===== src/rtl/pattern_detector_pkg.sv =====
// Shared definitions for the serial pattern detector: FSM state encodings
// and default widths used by the top and its counter.
package pattern_detector_pkg;

    localparam int PAT_W_DEF = 4;
    localparam int CNT_W_DEF = 8;

    localparam logic [1:0] ST_FILL  = 2'd0;
    localparam logic [1:0] ST_HUNT  = 2'd1;
    localparam logic [1:0] ST_MATCH = 2'd2;

endpackage


===== src/rtl/sat_counter.sv =====
// Saturating up-counter with a synchronous clear that takes priority over
// the increment.
module sat_counter
    import pattern_detector_pkg::*;
#(
    parameter int CNT_W = CNT_W_DEF
) (
    input  logic             clk,
    input  logic             rst,
    input  logic             clr,
    input  logic             inc,
    output logic [CNT_W-1:0] cnt
);

    localparam logic [CNT_W-1:0] CNT_MAX = {CNT_W{1'b1}};

    logic [CNT_W-1:0] cnt_r;

    // Count register: clear beats increment, increment stops at all-ones.
    always_ff @(posedge clk or negedge rst) begin
        if (!rst) begin
            cnt_r <= {CNT_W{1'b0}};
        end else if (clr) begin
            cnt_r <= {CNT_W{1'b0}};
        end else if (inc && (cnt_r != CNT_MAX)) begin
            cnt_r <= cnt_r + CNT_W'(1);
        end else begin
            cnt_r <= cnt_r;
        end
    end

    assign cnt = cnt_r;

endmodule


===== src/rtl/pattern_detector_param.sv =====
// Serial pattern detector: shifts qualified bits into a history register and
// flags (Moore, one cycle late) when the history equals a loadable pattern.
module pattern_detector_param
    import pattern_detector_pkg::*;
#(
    parameter int               PAT_W   = PAT_W_DEF,
    parameter logic [PAT_W-1:0] PAT_RST = 4'b0110,
    parameter int               CNT_W   = CNT_W_DEF
) (
    input  logic             clk,
    input  logic             rst,
    input  logic             i,
    input  logic             i_vld,
    input  logic             pat_ld,
    input  logic [PAT_W-1:0] pat_in,
    input  logic             ovl,
    input  logic             cnt_clr,
    output logic             o,
    output logic [CNT_W-1:0] match_cnt
);

    localparam int                FILL_W    = $clog2(PAT_W + 1);
    localparam logic [FILL_W-1:0] FILL_FULL = FILL_W'(PAT_W);

    logic [1:0]        state_r;
    logic [1:0]        state_nx_s;
    logic [FILL_W-1:0] fill_r;
    logic [FILL_W-1:0] fill_nx_s;
    logic [FILL_W-1:0] fill_inc_s;
    logic [PAT_W-1:0]  hist_r;
    logic [PAT_W-1:0]  hist_nx_s;
    logic [PAT_W-1:0]  hist_shift_s;
    logic [PAT_W-1:0]  pat_r;
    logic [PAT_W-1:0]  pat_nx_s;
    logic              o_r;
    logic              accept_s;
    logic              match_s;

    // A pattern load swallows any bit presented on the same edge.
    assign accept_s     = i_vld & ~pat_ld;
    assign hist_shift_s = {hist_r[PAT_W-2:0], i};
    assign fill_inc_s   = (fill_r == FILL_FULL) ? FILL_FULL : fill_r + FILL_W'(1);
    assign match_s      = accept_s && (hist_shift_s == pat_r) && (fill_inc_s == FILL_FULL);

    // Next-state logic; idle cycles hold everything, including MATCH.
    always_comb begin
        state_nx_s = state_r;
        fill_nx_s  = fill_r;
        hist_nx_s  = hist_r;
        pat_nx_s   = pat_r;
        if (pat_ld) begin
            pat_nx_s   = pat_in;
            hist_nx_s  = {PAT_W{1'b0}};
            fill_nx_s  = {FILL_W{1'b0}};
            state_nx_s = ST_FILL;
        end else if (accept_s) begin
            hist_nx_s = hist_shift_s;
            if (match_s) begin
                state_nx_s = ST_MATCH;
                // Non-overlapping mode demands a full set of fresh bits.
                fill_nx_s  = ovl ? fill_inc_s : {FILL_W{1'b0}};
            end else begin
                state_nx_s = (fill_inc_s == FILL_FULL) ? ST_HUNT : ST_FILL;
                fill_nx_s  = fill_inc_s;
            end
        end else begin
            state_nx_s = state_r;
        end
    end

    // Detector state registers; o is registered from the next state.
    always_ff @(posedge clk or negedge rst) begin
        if (!rst) begin
            state_r <= ST_FILL;
            fill_r  <= {FILL_W{1'b0}};
            hist_r  <= {PAT_W{1'b0}};
            pat_r   <= PAT_RST;
            o_r     <= 1'b0;
        end else begin
            state_r <= state_nx_s;
            fill_r  <= fill_nx_s;
            hist_r  <= hist_nx_s;
            pat_r   <= pat_nx_s;
            o_r     <= (state_nx_s == ST_MATCH);
        end
    end

    assign o = o_r;

    sat_counter #(
        .CNT_W (CNT_W)
    ) u_cnt (
        .clk (clk),
        .rst (rst),
        .clr (cnt_clr),
        .inc (match_s),
        .cnt (match_cnt)
    );

endmodule


===== config.mk =====
export PLATFORM = sky130hd
export DESIGN_NAME = pattern_detector_param
export DESIGN_NICKNAME = d
export VERILOG_FILES = /design/src/rtl/pattern_detector_pkg.sv /design/src/rtl/sat_counter.sv /design/src/rtl/pattern_detector_param.sv
export SDC_FILE = /design/constraint.sdc
export NUM_CORES = 1
export LEC_CHECK = 0
export CORE_ASPECT_RATIO = 0.9
export CORE_MARGIN = 2
export CORE_UTILIZATION = 40
export DETAILED_ROUTE_END_ITERATION = 10
export SLEW_MARGIN = 10
export SYNTH_ARGS = -nofsm -noshare
export SYNTH_HDL_FRONTEND = slang
export SYNTH_SLANG_ARGS = --single-unit

===== constraint.sdc =====
create_clock -name clk -period 3.3 [get_ports clk]
set_input_delay 0.66 -clock clk [delete_from_list [all_inputs] [get_ports clk]]
set_output_delay 0.66 -clock clk [all_outputs]
set_load 0.005 [all_outputs]

[Word-level counts from Yosys, hierarchy flattened]
Cells that the tools add are included.
Storage, ports and cells
  output and inout port bits: 9
  bits in registers: 21
  input bits: 11
Cells by class
  reduce and logical (&&, ||, !) cells: 5
  eq/ne operators: 5
  add/sub/neg operators: 2
  mux-type cells: 13
  bitwise logic cells: 2
Operators by type and width (count)
  2-to-1 mux 3 bit: 7
  2-to-1 mux 8 bit: 2
  adder 8 x 1 -> 8 bit (second input constant): 1
  != test 8 bit (second input constant): 1
  == test 3 bit (second input constant): 2
  2-to-1 mux 2 bit: 3
  == test 4 bit: 1
  nonzero test 2 bit: 2
  adder 3 x 1 -> 3 bit (second input constant): 1
  logical AND 1 bit: 3
  == test 2 bit (second input constant): 1
  AND 1 bit: 1
  2-to-1 mux 1 bit: 1
  NOT 1 bit: 1

[Depth between registers and ports, before layout]
Gate-level depths: netlist (run 1).
  depth after elaboration: 8
  depth in mapped cells: 8

[Cells and area by module]
Synthesis (run 1) repeated with hierarchy kept, for this count alone.
Second synthesis, totals
  cell total of the unflattened synthesis: 108
  area, all modules: 1131.1 sq um
Modules (own cells, without submodules)
  pattern_detector_param: cells an instance 59, area each 666.9 sq um, sequential area each 327.8 sq um, instances 1
  sat_counter: cells an instance 49, area each 464.2 sq um, sequential area each 200.2 sq um, instances 1

[Worst setup path after synthesis (run 1)]
Ideal clock, no wire load.
  path type: in2reg
  from: in i
  to: reg u_cnt.cnt_r[5], in the netlist u_cnt.cnt[5]
  data required time: 3175 ps
  setup slack: 1183 ps
  stages on the path: 5
  path buffers: 0
  arrival: 1992 ps
  setup time: 125 ps
  cell sequence: xor2_1 nor3b_2 nand3_2 or4_1 mux2_4
Between the ends
  longest elaborated chain between the ends: 5
Ends and longest elaborated chain
  from (decl): RTL line pattern_detector_param.sv:12  | input logic i,
  == test 4 bit: RTL line pattern_detector_param.sv:43  | assign match_s = accept_s && (hist_shift_s == pat_r) && (fill_inc_s == FILL_FULL);
  logical AND 1 bit (2 in series): RTL line pattern_detector_param.sv:43
  logical AND 1 bit: RTL line sat_counter.sv:25  | end else if (inc && (cnt_r != CNT_MAX)) begin
  nonzero test 2 bit (no source line)
  to (signal assigned): RTL line sat_counter.sv:24  | cnt_r <= {CNT_W{1'b0}};
  to (signal assigned): RTL line sat_counter.sv:26  | cnt_r <= cnt_r + CNT_W'(1);
  to (signal assigned): RTL line sat_counter.sv:28  | cnt_r <= cnt_r;
  to (decl): RTL line sat_counter.sv:17  | logic [CNT_W-1:0] cnt_r;
Every way passes these cells.
A chain may end at the register's enable or synchronous reset.

[Worst setup path in the final report (run 1)]
Ends and elaborated chain as after synthesis.

==> run summary, run 1 <==
mean routed wirelength per cell: 13.8 um
part of the power in combinational logic: 0.118
CP Max Fanout: 3
Final #Nets: 142
grt total ovfl: 0
core area: 2510 um2
Worst slew margin: 0.383
Worst Tran Pin Value: 0.923 ns
Net Sw Frac: 0.243
RR Startpoint: fill_r[0]
Post-synth top cells: dfrtp_1 (19), a21oi_1 (10), nand2_1 (7), nor2_1 (7), nand3_1 (5)
CTS tree: built
worst setup path category: in2reg
most frequent cell after synthesis: dfrtp_1
Die Y: 53.5 um
Post-DP Area: 1320 um2
largest net degree at the start of global routing: 22
Initial DRC Count: 16
Power Total: 452 uW
Synth area leader: dfrtp_1
Clock Tree Buf Depth: 2
R2R cell count: 6
P&R area growth vs syn: 23.8%
Layout Skew: 0.00895 ns
first-pass GRT wire length: 3770 um
DR DRC count: 0
register bit total from synthesis: 21
final instance area: 1350 um2
Max rail drop VDD: 260 uV
CTS root buf: clkbuf_4
sequential share of the synthesized area: 0.485
Die Wd: 59.0 um
proportion of layout cells with a drive suffix above 1: 0.150
Mean Syn Cell Area: 10.4 um2
Required @ worst endpoint: 3.51 ns
Post-Synth Adder-Cell Area: 0.0344
P_int: 342 uW
crit end category: register
layout filler cell count: 241
htree depth: 1
FP Rows: 17
worst hold start: state_r[0]
post-synth top area share: 0.436
Post-Syn Nets: 119
clock insertion delay at the later pin of the skew report: 0.31 ns
simple-gate share of the synthesized area: 0.223
WHS Endpoint: o
xor/xnor share of the synthesized area: 0.0402
final slew viol count: 0
Final min period: 2.25 ns
gr usage total: 0.165
DP Worst Slack: 0.704 ns
maxcap violations: 0
Hold Path Depth: 1
Total Wirelength: 2150 um
PnR worst setup slack: 1.05 ns
outcome: complete, no violations
largest family of logic cells by synthesized area: simple AND/OR/NAND/NOR gates
via count of the first global-routing pass: 809
LEAKAGE: 0.554 nW
CTS clk-pin slew, worst paths: 0.12 ns
largest cells by area after synthesis: dfrtp_1 (44%), dfstp_2 (4.8%), a21oi_1 (4.6%), mux2_2 (4.1%), ha_1 (3.4%)
global placer's final weighted congestion: 0.719
Setup violations, final: 0
Mapped Area: 1090 um2
initial antenna violation count: 0
Top Ports: 20
IO buf count: 19
Post-synth EDFFs: 0
vias: 852
CTS-repair resized insts: 0
starting density of the core: 0.434
Post-Syn Instances: 105
distinct cell type count after synthesis: 35
DR vias/cell: 5.50
Hold Buf Count CTS: 0
Reg area: 528 um2
Worst Setup Start Kind: input port
antenna viol nets, final: 0
DRT Pass-1 Iters: 3
WHS: 0.488 ns
Setup Buffers After CTS: 0
diodes inserted: 0
clock share of power: 0.276
crit path DAT: 2.45 ns
crit share post-route: 0.681
HP Class: reg2reg
CTS buffer count: 3
power density over the cells: 335 nW/um2
Synth Flop Type: dfrtp_1
worst r2r dst: u_cnt.cnt[5]
multiplexer area fraction after synthesis: 0.0827
DP HPWL: 1620 um
reg2reg setup slack: 1.16 ns
RSZ-0062 raised after global routing: no
Die Footprint: 3160 um2
Synth Area in Compound Gates: 0.108
FMAX: 445 MHz
sequential power share: 0.606
Final Hold Fails: 0
Ys Warns: 0
Final TNS setup: 0 ns
clock sink total: 21
multi-input logic area: 532 um2
switching pwr: 110 uW
FFs w/ async S/R, synth: 1.00
kinds of logic (layout without fill, tap and decap cells):
group	Yosys count	count (layout)
xor gates and xnor gates	5	5
buffers and inverters	8	30
DFF	21	21
AOI/OAI and AO/OA	18	18
and+or+nand+nor	42	42
adders and majority gates	3	3
muxes	8	8
cells in the final DEF (no fill, tap or decap), types with 4 or more instances in the layout:
cell,instances
nand2_1,7
clkdlybuf4s50_1,19
a21oi_1,10
mux2_2,4
xor2_1,4
nor2_1,7
nand3_1,5
dfrtp_1,19
worst max-delay path, cell delays in order:
cell and delay (ns):
clkdlybuf4s50_1 0.44, xor2_1 0.16, nor3b_2 0.23, nand3_2 0.10
or4_1 0.55, mux2_4 0.31
per-stage QoR:
stage,util,std cells
2_1_floorplan,-,105
3_3_place_gp,0.527,151
3_5_place_dp,0.527,151
4_1_cts,0.537,155
5_1_grt,0.537,155
6_report,0.537,155
metal layers:
layer	routed length [um]	global-route usage	up-vias
li1	-	-	421
met1	1000	0.213	408
met2	1020	0.254	19
met3	89	0.0538	4
met4	29	0.0682	0
met5	0	0	-
layout make-up:
cell class / count / area share
multi-input combinational: 76 / 0.394
clock buffer: 4 / 0.0195
timing repair buffer: 22 / 0.158
inverter: 4 / 0.0111
tap: 28 / 0.0260
sequential: 21 / 0.391
power groups by stage:
stage / sequential (mW) / combinational [mW] / clock, mW
floorplan: 0.277 / 0.0308 / 0
detailed placement: 0.279 / 0.0547 / 0
CTS: 0.274 / 0.0549 / 0.131
finish: 0.274 / 0.0535 / 0.124
global route: 0.275 / 0.0596 / 0.141
global placement: 0.278 / 0.0535 / 0
how the worst max path moves through the flow:
stage               cells past startpoint  start           end  slack [ns]
global placement                        6      i  u_cnt.cnt[5]        0.74
detailed placement                      6      i  u_cnt.cnt[5]        0.70
floorplan                               5      i  u_cnt.cnt[5]        1.18
global route                            6      i  u_cnt.cnt[5]        0.99
finish                                  6      i  u_cnt.cnt[5]        1.05
CTS                                     6      i  u_cnt.cnt[5]        1.04
registers in the layout (all words and copies together) (netlist names):
signal,count
hist_r,3
state_r,2
u_cnt.cnt,8
fill_r,3
o,1
pat_r,4
Note: power is estimated with default switching activity, not from simulation.
==> run 2, diff against run 1 <==
PLACE_DENSITY = 0.66   (was not set)
clock period = 2 ns   (was 3.3 ns; I/O delays follow)
==> run 2 against run 1 <==
Net effect: routed wire length down 4.8%; worst setup slack got worse by 1.0 ns; total power up 66%; cell count rose by 4.5%; first-iteration DRC count rose by 44%; die area stayed put; sequential power rose by 65%; sequential share of layout area fell by 2.2 points; largest power group unchanged; highest routed layer is now met3.
==> run summary, run 2 (synthesized netlist as in run 1, its figures left out) <==
outcome: complete, no violations (unchanged)
CTS buffer count: 3 (unchanged)
Required @ worst endpoint: 2.20 ns (was 3.51 ns)
Initial DRC Count: 23 (was 16)
worst setup path category: reg2reg (was in2reg)
Reg area: 528 um2 (unchanged)
via count of the first global-routing pass: 816 (was 809)
Clock Tree Buf Depth: 2 (unchanged)
most frequent cells in the layout: dfrtp_1 (19), clkdlybuf4s50_1 (19), a21oi_1 (10), buf_4 (10) (was dfrtp_1 (19), clkdlybuf4s50_1 (19), a21oi_1 (10))
mean routed wirelength per cell: 12.6 um (was 13.8 um)
CTS tree: built (unchanged)
clock sink total: 21 (unchanged)
Top Ports: 20 (unchanged)
CTS root buf: clkbuf_4 (unchanged)
antenna viol nets, final: 0 (unchanged)
DRT Pass-1 Iters: 4 (was 3)
DP Worst Slack: -0.282 ns (was 0.704 ns)
P&R area growth vs syn: 31.0% (was 23.8%)
RSZ-0062 raised after global routing: yes (was no)
multi-input logic area: 557 um2 (was 532 um2)
power density over the cells: 525 nW/um2 (was 335 nW/um2)
final slew viol count: 0 (unchanged)
Worst Setup Start Kind: register (was input port)
global placer's final weighted congestion: 0.731 (was 0.719)
grt total ovfl: 0 (unchanged)
Worst slew margin: 0.825 (was 0.383)
Die Y: 53.5 um (unchanged)
proportion of layout cells with a drive suffix above 1: 0.239 (was 0.150)
Worst Tran Pin Value: 0.261 ns (was 0.923 ns)
Total Wirelength: 2040 um (was 2150 um)
IO buf count: 19 (unchanged)
WHS: 0.431 ns (was 0.488 ns)
max reg flops: 8 (unchanged)
DP HPWL: 1560 um (was 1620 um)
Layout Skew: 0.00209 ns (was 0.00895 ns)
maxcap violations: 0 (unchanged)
htree depth: 1 (unchanged)
first-pass GRT wire length: 3360 um (was 3770 um)
FMAX: 503 MHz
FP Rows: 17 (unchanged)
Final Hold Fails: 0 (unchanged)
vias: 885 (was 852)
core area: 2510 um2 (unchanged)
HP Class: in2async (was reg2reg)
DR vias/cell: 5.46 (was 5.50)
layout filler cell count: 235 (was 241)
crit share post-route: 0.993
Die Wd: 59.0 um (unchanged)
gr usage total: 0.142 (was 0.165)
PnR worst setup slack: 0.0137 ns (was 1.05 ns)
CTS clk-pin slew, worst paths: 0.11 ns (was 0.12 ns)
clock insertion delay at the later pin of the skew report: 0.30 ns (was 0.31 ns)
Core Util, Final: 0.569 (was 0.537)
initial antenna violation count: 0 (unchanged)
Final min period: 1.99 ns
diodes inserted: 0 (unchanged)
crit end category: register (unchanged)
crit path DAT: 2.18 ns (was 2.45 ns)
Setup violations, final: 0 (unchanged)
DR DRC count: 0 (unchanged)
Final #Nets: 149 (was 142)
LEAKAGE: 0.592 nW (was 0.554 nW)
Max rail drop VDD: 435 uV (was 260 uV)
reg2reg setup slack: 0.01 ns (was 1.16 ns)
starting density of the core: 0.434 (unchanged)
CP Max Fanout: 3 (unchanged)
largest net degree at the start of global routing: 22 (unchanged)
Die Footprint: 3160 um2 (unchanged)
[run 2: area by class of cell]
cell class	count	area share
multi-input cells	76	0.390
flip-flops and latches	21	0.370
repair buffers	29	0.186
well taps	28	0.0245
clock buffers	3	0.0158
inverters	4	0.0105
clock inverters	1	0.00351
[run 2: critical path: stages, from the launching register on]
cell	delay (ns)
dfrtp_1	0.43
ha_2	0.20
xnor2_1	0.15
o31ai_4	0.21
nand3_2	0.10
or4_4	0.49
mux2_4	0.30
[run 2: path summary, 6_finish.rpt]
| path | start | to | cells after the start |
|---|---|---|---|
| setup / recovery | fill_r[0] | u_cnt.cnt[5] | 6 |
| hold / removal | rst | u_cnt.cnt[6] | 2 |
| setup reg to reg | fill_r[0] | u_cnt.cnt[5] | 6 |
| hold reg to reg | state_r[1] | state_r[1] | 2 |
| max in group asynchronous | rst | pat_r[1] | 2 |
| min in group clk | state_r[1] | state_r[1] | 2 |
[run 2: power by group]
part / switching, mW / internal, mW
Combinational: 0.0452 / 0.0537
Clock: 0.125 / 0.0745
Sequential: 0.0106 / 0.441
[run 2: what timing repair did]
action / CTS / global route
setup buffers: 1 / 0
setup endpoints to repair: 2 / 5
pin swaps: 0 / 1
hold buffers: 0 / 0
resized for setup: 1 / 1
[run 2: stage by stage]
step	std cells	TNS, ns	total power, mW	cell area (um2)
finish	162	0	0.750	1430
global route	162	-0.262	0.793	1430
CTS	162	-0.00285	0.767	1420
detailed placement	157	-1.59	0.560	1390
global placement	157	-1.13	0.557	1390
floorplan	105	-0.00399	0.512	1110
[run 2: per-layer routing]
layer,vias to the layer above,wire length [um],GRT usage
met5,-,0,0
met4,0,0,0.0227
met3,0,110,0.0440
met2,19,1030,0.263
met1,430,900,0.163
li1,436,-,-
==> run 3, diff against run 2 <==
CTS_CLUSTER_SIZE = 24   (was not set)
==> results of run 3 <==
Same layout as run 2: the final DEF is identical, and so are final timing and power.
==> patch 1 (config.mk and constraints of run 2) <==
Remove the register `o_r`: a continuous assignment takes its place, so the output `o` follows one clock earlier.
--- a/src/rtl/pattern_detector_param.sv
+++ b/src/rtl/pattern_detector_param.sv
@@ -75,15 +75,15 @@
             fill_r  <= {FILL_W{1'b0}};
             hist_r  <= {PAT_W{1'b0}};
             pat_r   <= PAT_RST;
-            o_r     <= 1'b0;
         end else begin
             state_r <= state_nx_s;
             fill_r  <= fill_nx_s;
             hist_r  <= hist_nx_s;
             pat_r   <= pat_nx_s;
-            o_r     <= (state_nx_s == ST_MATCH);
         end
     end
+
+    assign o_r = (state_nx_s == ST_MATCH);
 
     assign o = o_r;
 
Behaviour: not the same (a bounded check fails within 4 cycles, from zero or initial values and one cycle with rst low).
==> patch 1 against run 2 <==
  * The flow now finishes with violations (negative setup slack)
  * Non-clock buffer count rose by 13
  * Cell area up 8.6%
  * Routed wire length is 22% higher
  * Worst setup slack got worse by 0.15 ns
  * Die area decreased by 2.1%
  * Sequential power shrank 4.6%
  * Sequential cell count shrank 1
  * Area after synthesis fell by 2.3%
  * Final cell count rose by 7.4%
  * Total power up 18%
  * Clock power grew 69%
  * Critical path depth grew 1
  * Critical endpoint unchanged
  * Highest routed layer is now met4
==> patch 1: results (changes against run 2) <==
Critical path
  • Reg2reg path depth: 7 (was 6)
  • Critical R2R Launch: fill_r[1]$_DFFE_PN0P_ (was fill_r[0]$_DFFE_PN0P_)
  • Crit-path max cell delay: 0.47 ns (was 0.49 ns)

Placement
  • Hpwl dp: 1.83 mm (was 1.56 mm)
  • Worst slack, placed: -0.432 ns (was -0.282 ns)
  • Dpl cells: 165 (was 157)
  • Final Wtd Congestion: 0.710 (was 0.731)

Synthesis
  • Adder-cell area share of the yosys netlist: 3.53% (was 3.44%)
  • Post-synthesis sequential area ratio: 47.2% (was 48.5%)
  • Most instantiated cells after synthesis: 18 x dfrtp_1, 10 x a21oi_1, 7 x nand2_1, 7 x nor2_1, 5 x nand3_1 (was 19 x dfrtp_1, 10 x a21oi_1, 7 x nand2_1, 7 x nor2_1, 5 x nand3_1)
  • Xor and xnor area share after synthesis: 4.11% (was 4.02%)
  • Post-synthesis compound-gate area fraction: 11.0% (was 10.8%)
  • Mapped Area: 0.00106 mm² (was 0.00109 mm²)
  • Synth Area per Inst: 10.2 µm² (was 10.4 µm²)
  • Syn_nets: 118 (was 119)
  • Register bit total from synthesis: 20 (was 21)

Detailed routing
  • WL per Instance: 14.3 µm (was 12.6 µm)
  • Wl on met1: 1.11 mm (was 900 µm)
  • Met2 routed WL: 1.27 mm (was 1.03 mm)
  • Initial detailed-routing violation count: 18 (was 23)
  • Total detailed-routing wirelength: 2.49 mm (was 2.04 mm)
  • Via count: 931 (was 885)

Finish
  • Layout Nets: 161 (was 149)
  • ClkCell Share: 3.39% (was 1.93%)
  • Fraction of area in multi-input gates: 37.6% (was 39.0%)
  • Reg area: 503 µm² (was 528 µm²)
  • Signal buffers: 42 (was 29)
  • Final Util: 62.3% (was 56.9%)

Timing
  • Fin Setup TNS: -0.479 ns (was 0 ns)
  • PnR worst setup slack: -0.133 ns (was 0.0137 ns)
  • Hold WS: 0.409 ns (was 0.431 ns)
  • Final setup violation count: 5 (was 0)
  • Clock Skews: 0.00137 ns (was 0.00209 ns)
  • Worst slew pin tran: 0.503 ns (was 0.261 ns)

Global route
  • Met2 Use GR: 30.7% (was 26.3%)
  • Largest net degree at the start of global routing: 13 (was 22)
  • Number of global-route vias before repair: 885 (was 816)
  • First-pass GRT wire length: 4.08 mm (was 3.36 mm)

Run status
  • Failing checks: negative setup slack
  • Status: complete, but fails checks (was finished clean)

Power and ir drop
  • P_leak: 0.660 nW (was 0.592 nW)
==> patch 1: cell types whose count changed after synthesis <==
cell	delta
dfrtp_1	-1
==> patch 1: power by group <==
group	switching (W)	leakage [nW]	internal, W
combinational	0.0000507	0.366	0.0000642
sequential	0.0000100	0.266	0.000421
clock	0.000136	0.0279	0.000203
==> patch 1: what timing repair did <==
action,in CTS,in global routing
setup endpoints to repair,7,9
buffers inserted,2,3
pin swaps,6,3
gates resized for setup,10,3
==> patch 1: worst max path at each step <==
stage / startpoint / end
detailed placement: i / o
global placement: i / o
CTS: fill_r[1]$_DFFE_PN0P_ / o
global route: fill_r[1]$_DFFE_PN0P_ / u_cnt.cnt[5]$_DFFE_PN0P_
floorplan: fill_r[0]$_DFFE_PN0P_ / u_cnt.cnt[5]$_DFFE_PN0P_
finish: fill_r[1]$_DFFE_PN0P_ / u_cnt.cnt[5]$_DFFE_PN0P_
==> patch 2 (settings of run 2) <==
Without the edit above. `PAT_W_DEF`: 4 -> 8.
--- a/src/rtl/pattern_detector_pkg.sv
+++ b/src/rtl/pattern_detector_pkg.sv
@@ -2,7 +2,7 @@
 // and default widths used by the top and its counter.
 package pattern_detector_pkg;
 
-    localparam int PAT_W_DEF = 4;
+    localparam int PAT_W_DEF = 8;
     localparam int CNT_W_DEF = 8;
 
     localparam logic [1:0] ST_FILL  = 2'd0;
Ports: changed (resized pat_in); port bits go from 20 to 24. No check against the original RTL was run, so the function may have changed too.
==> patch 2 against run 2 <==
  * The flow now finishes with violations (negative setup slack)
  * Cell area is 50% higher
  * Sequential cell count is 9 higher
  * Total power is 76% higher
  * Area after synthesis is 42% higher
  * Sequential share of layout area is 1.9 points lower
  * Worst setup slack worse by 0.064 ns
  * Routed wire length is 69% higher
  * Non-clock buffer count is 10 higher
  * Fmax is 3.1% lower
==> patch 2: results (changes against run 2) <==
Synthesis
  • Adder-cell area share of the yosys netlist: 2.42% (was 3.44%)
  • Xor and xnor area share after synthesis: 6.20% (was 4.02%)
  • Synth cell types: 34 (was 35)
  • Post-synthesis compound-gate area fraction: 4.75% (was 10.8%)
  • Synth top area cells: dfrtp_1 45%, mux2_2 8.0%, mux2i_1 5.8%, xor2_1 5.6%, nor2_1 4.4% (was dfrtp_1 44%, dfstp_2 4.8%, a21oi_1 4.6%, mux2_2 4.1%, ha_1 3.4%)
  • Post-synthesis sequential area ratio: 48.5% (about the same)
  • Syn_nets: 163 (was 119)
  • Mux cell area share after synthesis: 14.5% (was 8.27%)
  • Gate Count Post-Synth: 145 (was 105)

Placement
  • Final Wtd Congestion: 0.723 (was 0.731)
  • # port buffers: 23 (was 19)
  • Hpwl dp: 2.36 mm (was 1.56 mm)

Detailed routing
  • Via count: 1222 (was 885)
  • Met2 routed WL: 1.74 mm (was 1.03 mm)
  • WL per Instance: 14.8 µm (was 12.6 µm)
  • Wire length on met3: 109 µm (was 110 µm)

Finish
  • Share of layout cells above drive strength 1: 30.5% (was 23.9%)

Global route
  • Gr usage total: 17.1% (was 14.2%)
  • Met3 Resource Use GR: 4.80% (was 4.40%)
  • Met2 Use GR: 28.2% (was 26.3%)
  • Number of global-route vias before repair: 1263 (was 816)
  • Largest net degree at the start of global routing: 31 (was 22)
  • GRT met1 Usage: 20.9% (was 16.3%)
  • First-pass GRT wire length: 5.85 mm (was 3.36 mm)

Timing
  • PnR worst setup slack: -0.0499 ns (was 0.0137 ns)
  • Final setup violation count: 3 (was 0)
  • Hold WS: 0.451 ns (was 0.431 ns)

Critical path
  • CP Data Arrival Time: 2.22 ns (was 2.18 ns)
  • Reg2reg path depth: 8 (was 6)
  • Crit-path max cell delay: 0.42 ns (was 0.49 ns)

Clock network
  • Root Buffer Master: clkbuf_8 (was clkbuf_4)
  • Worst-Skew Late Latency: 0.28 ns (was 0.30 ns)
  • TritonCTS Buffers: 5 (was 3)
  • Post-cts resize count: 9 (was 1)

Run status
  • Failing checks: negative setup slack
  • Status: complete, but fails checks (was finished clean)

Min path
  • Hold crit path type: input pin to register (was input pin to asynchronous set/reset pin)

Power and ir drop
  • P_leak: 0.957 nW (was 0.592 nW)
-- patch 2: changes by cell type after synthesis, moves of 6 or more --
cell / run 2 / this run
mux2i_1: 3 / 9
nor2_1: 7 / 18
mux2_2: 4 / 11
xor2_1: 4 / 10
dfrtp_1: 19 / 28
-- patch 2: layout make-up --
| type | instances | area, µm² |
|---|---|---|
| Fill cell | 321 | 1590 |
| Multi-Input combinational cell | 103 | 862 |
| Sequential cell | 30 | 753 |
| Timing Repair Buffer | 39 | 354 |
| Clock buffer | 7 | 86.3 |
| Tap cell | 46 | 57.6 |
| Inverter | 7 | 26.3 |
| Clock inverter | 1 | 5.00 |
-- patch 2: how the worst max path moves through the flow --
stage / from / endpoint / slack, ns / cells past startpoint
6_report: fill_r[0]$_DFFE_PN0P_ / u_cnt.cnt[5]$_DFFE_PN0P_ / -0.05 / 8
4_1_cts: fill_r[1]$_DFFE_PN0P_ / u_cnt.cnt[7]$_DFFE_PN0P_ / -0.06 / 8
3_3_place_gp: i / u_cnt.cnt[7]$_DFFE_PN0P_ / -0.28 / 7
3_5_place_dp: i / u_cnt.cnt[7]$_DFFE_PN0P_ / -0.30 / 7
5_1_grt: fill_r[0]$_DFFE_PN0P_ / u_cnt.cnt[5]$_DFFE_PN0P_ / -0.10 / 8
2_1_floorplan: fill_r[0]$_DFFE_PN0P_ / u_cnt.cnt[5]$_DFFE_PN0P_ / 0.04 / 8
-- patch 2: power breakdown --
part           internal [W]  leakage (nW)  switching [W]
Sequential         0.000632         0.396      0.0000186
Clock              0.000277        0.0482       0.000227
Combinational     0.0000849         0.513      0.0000836
Total              0.000994         0.957       0.000329
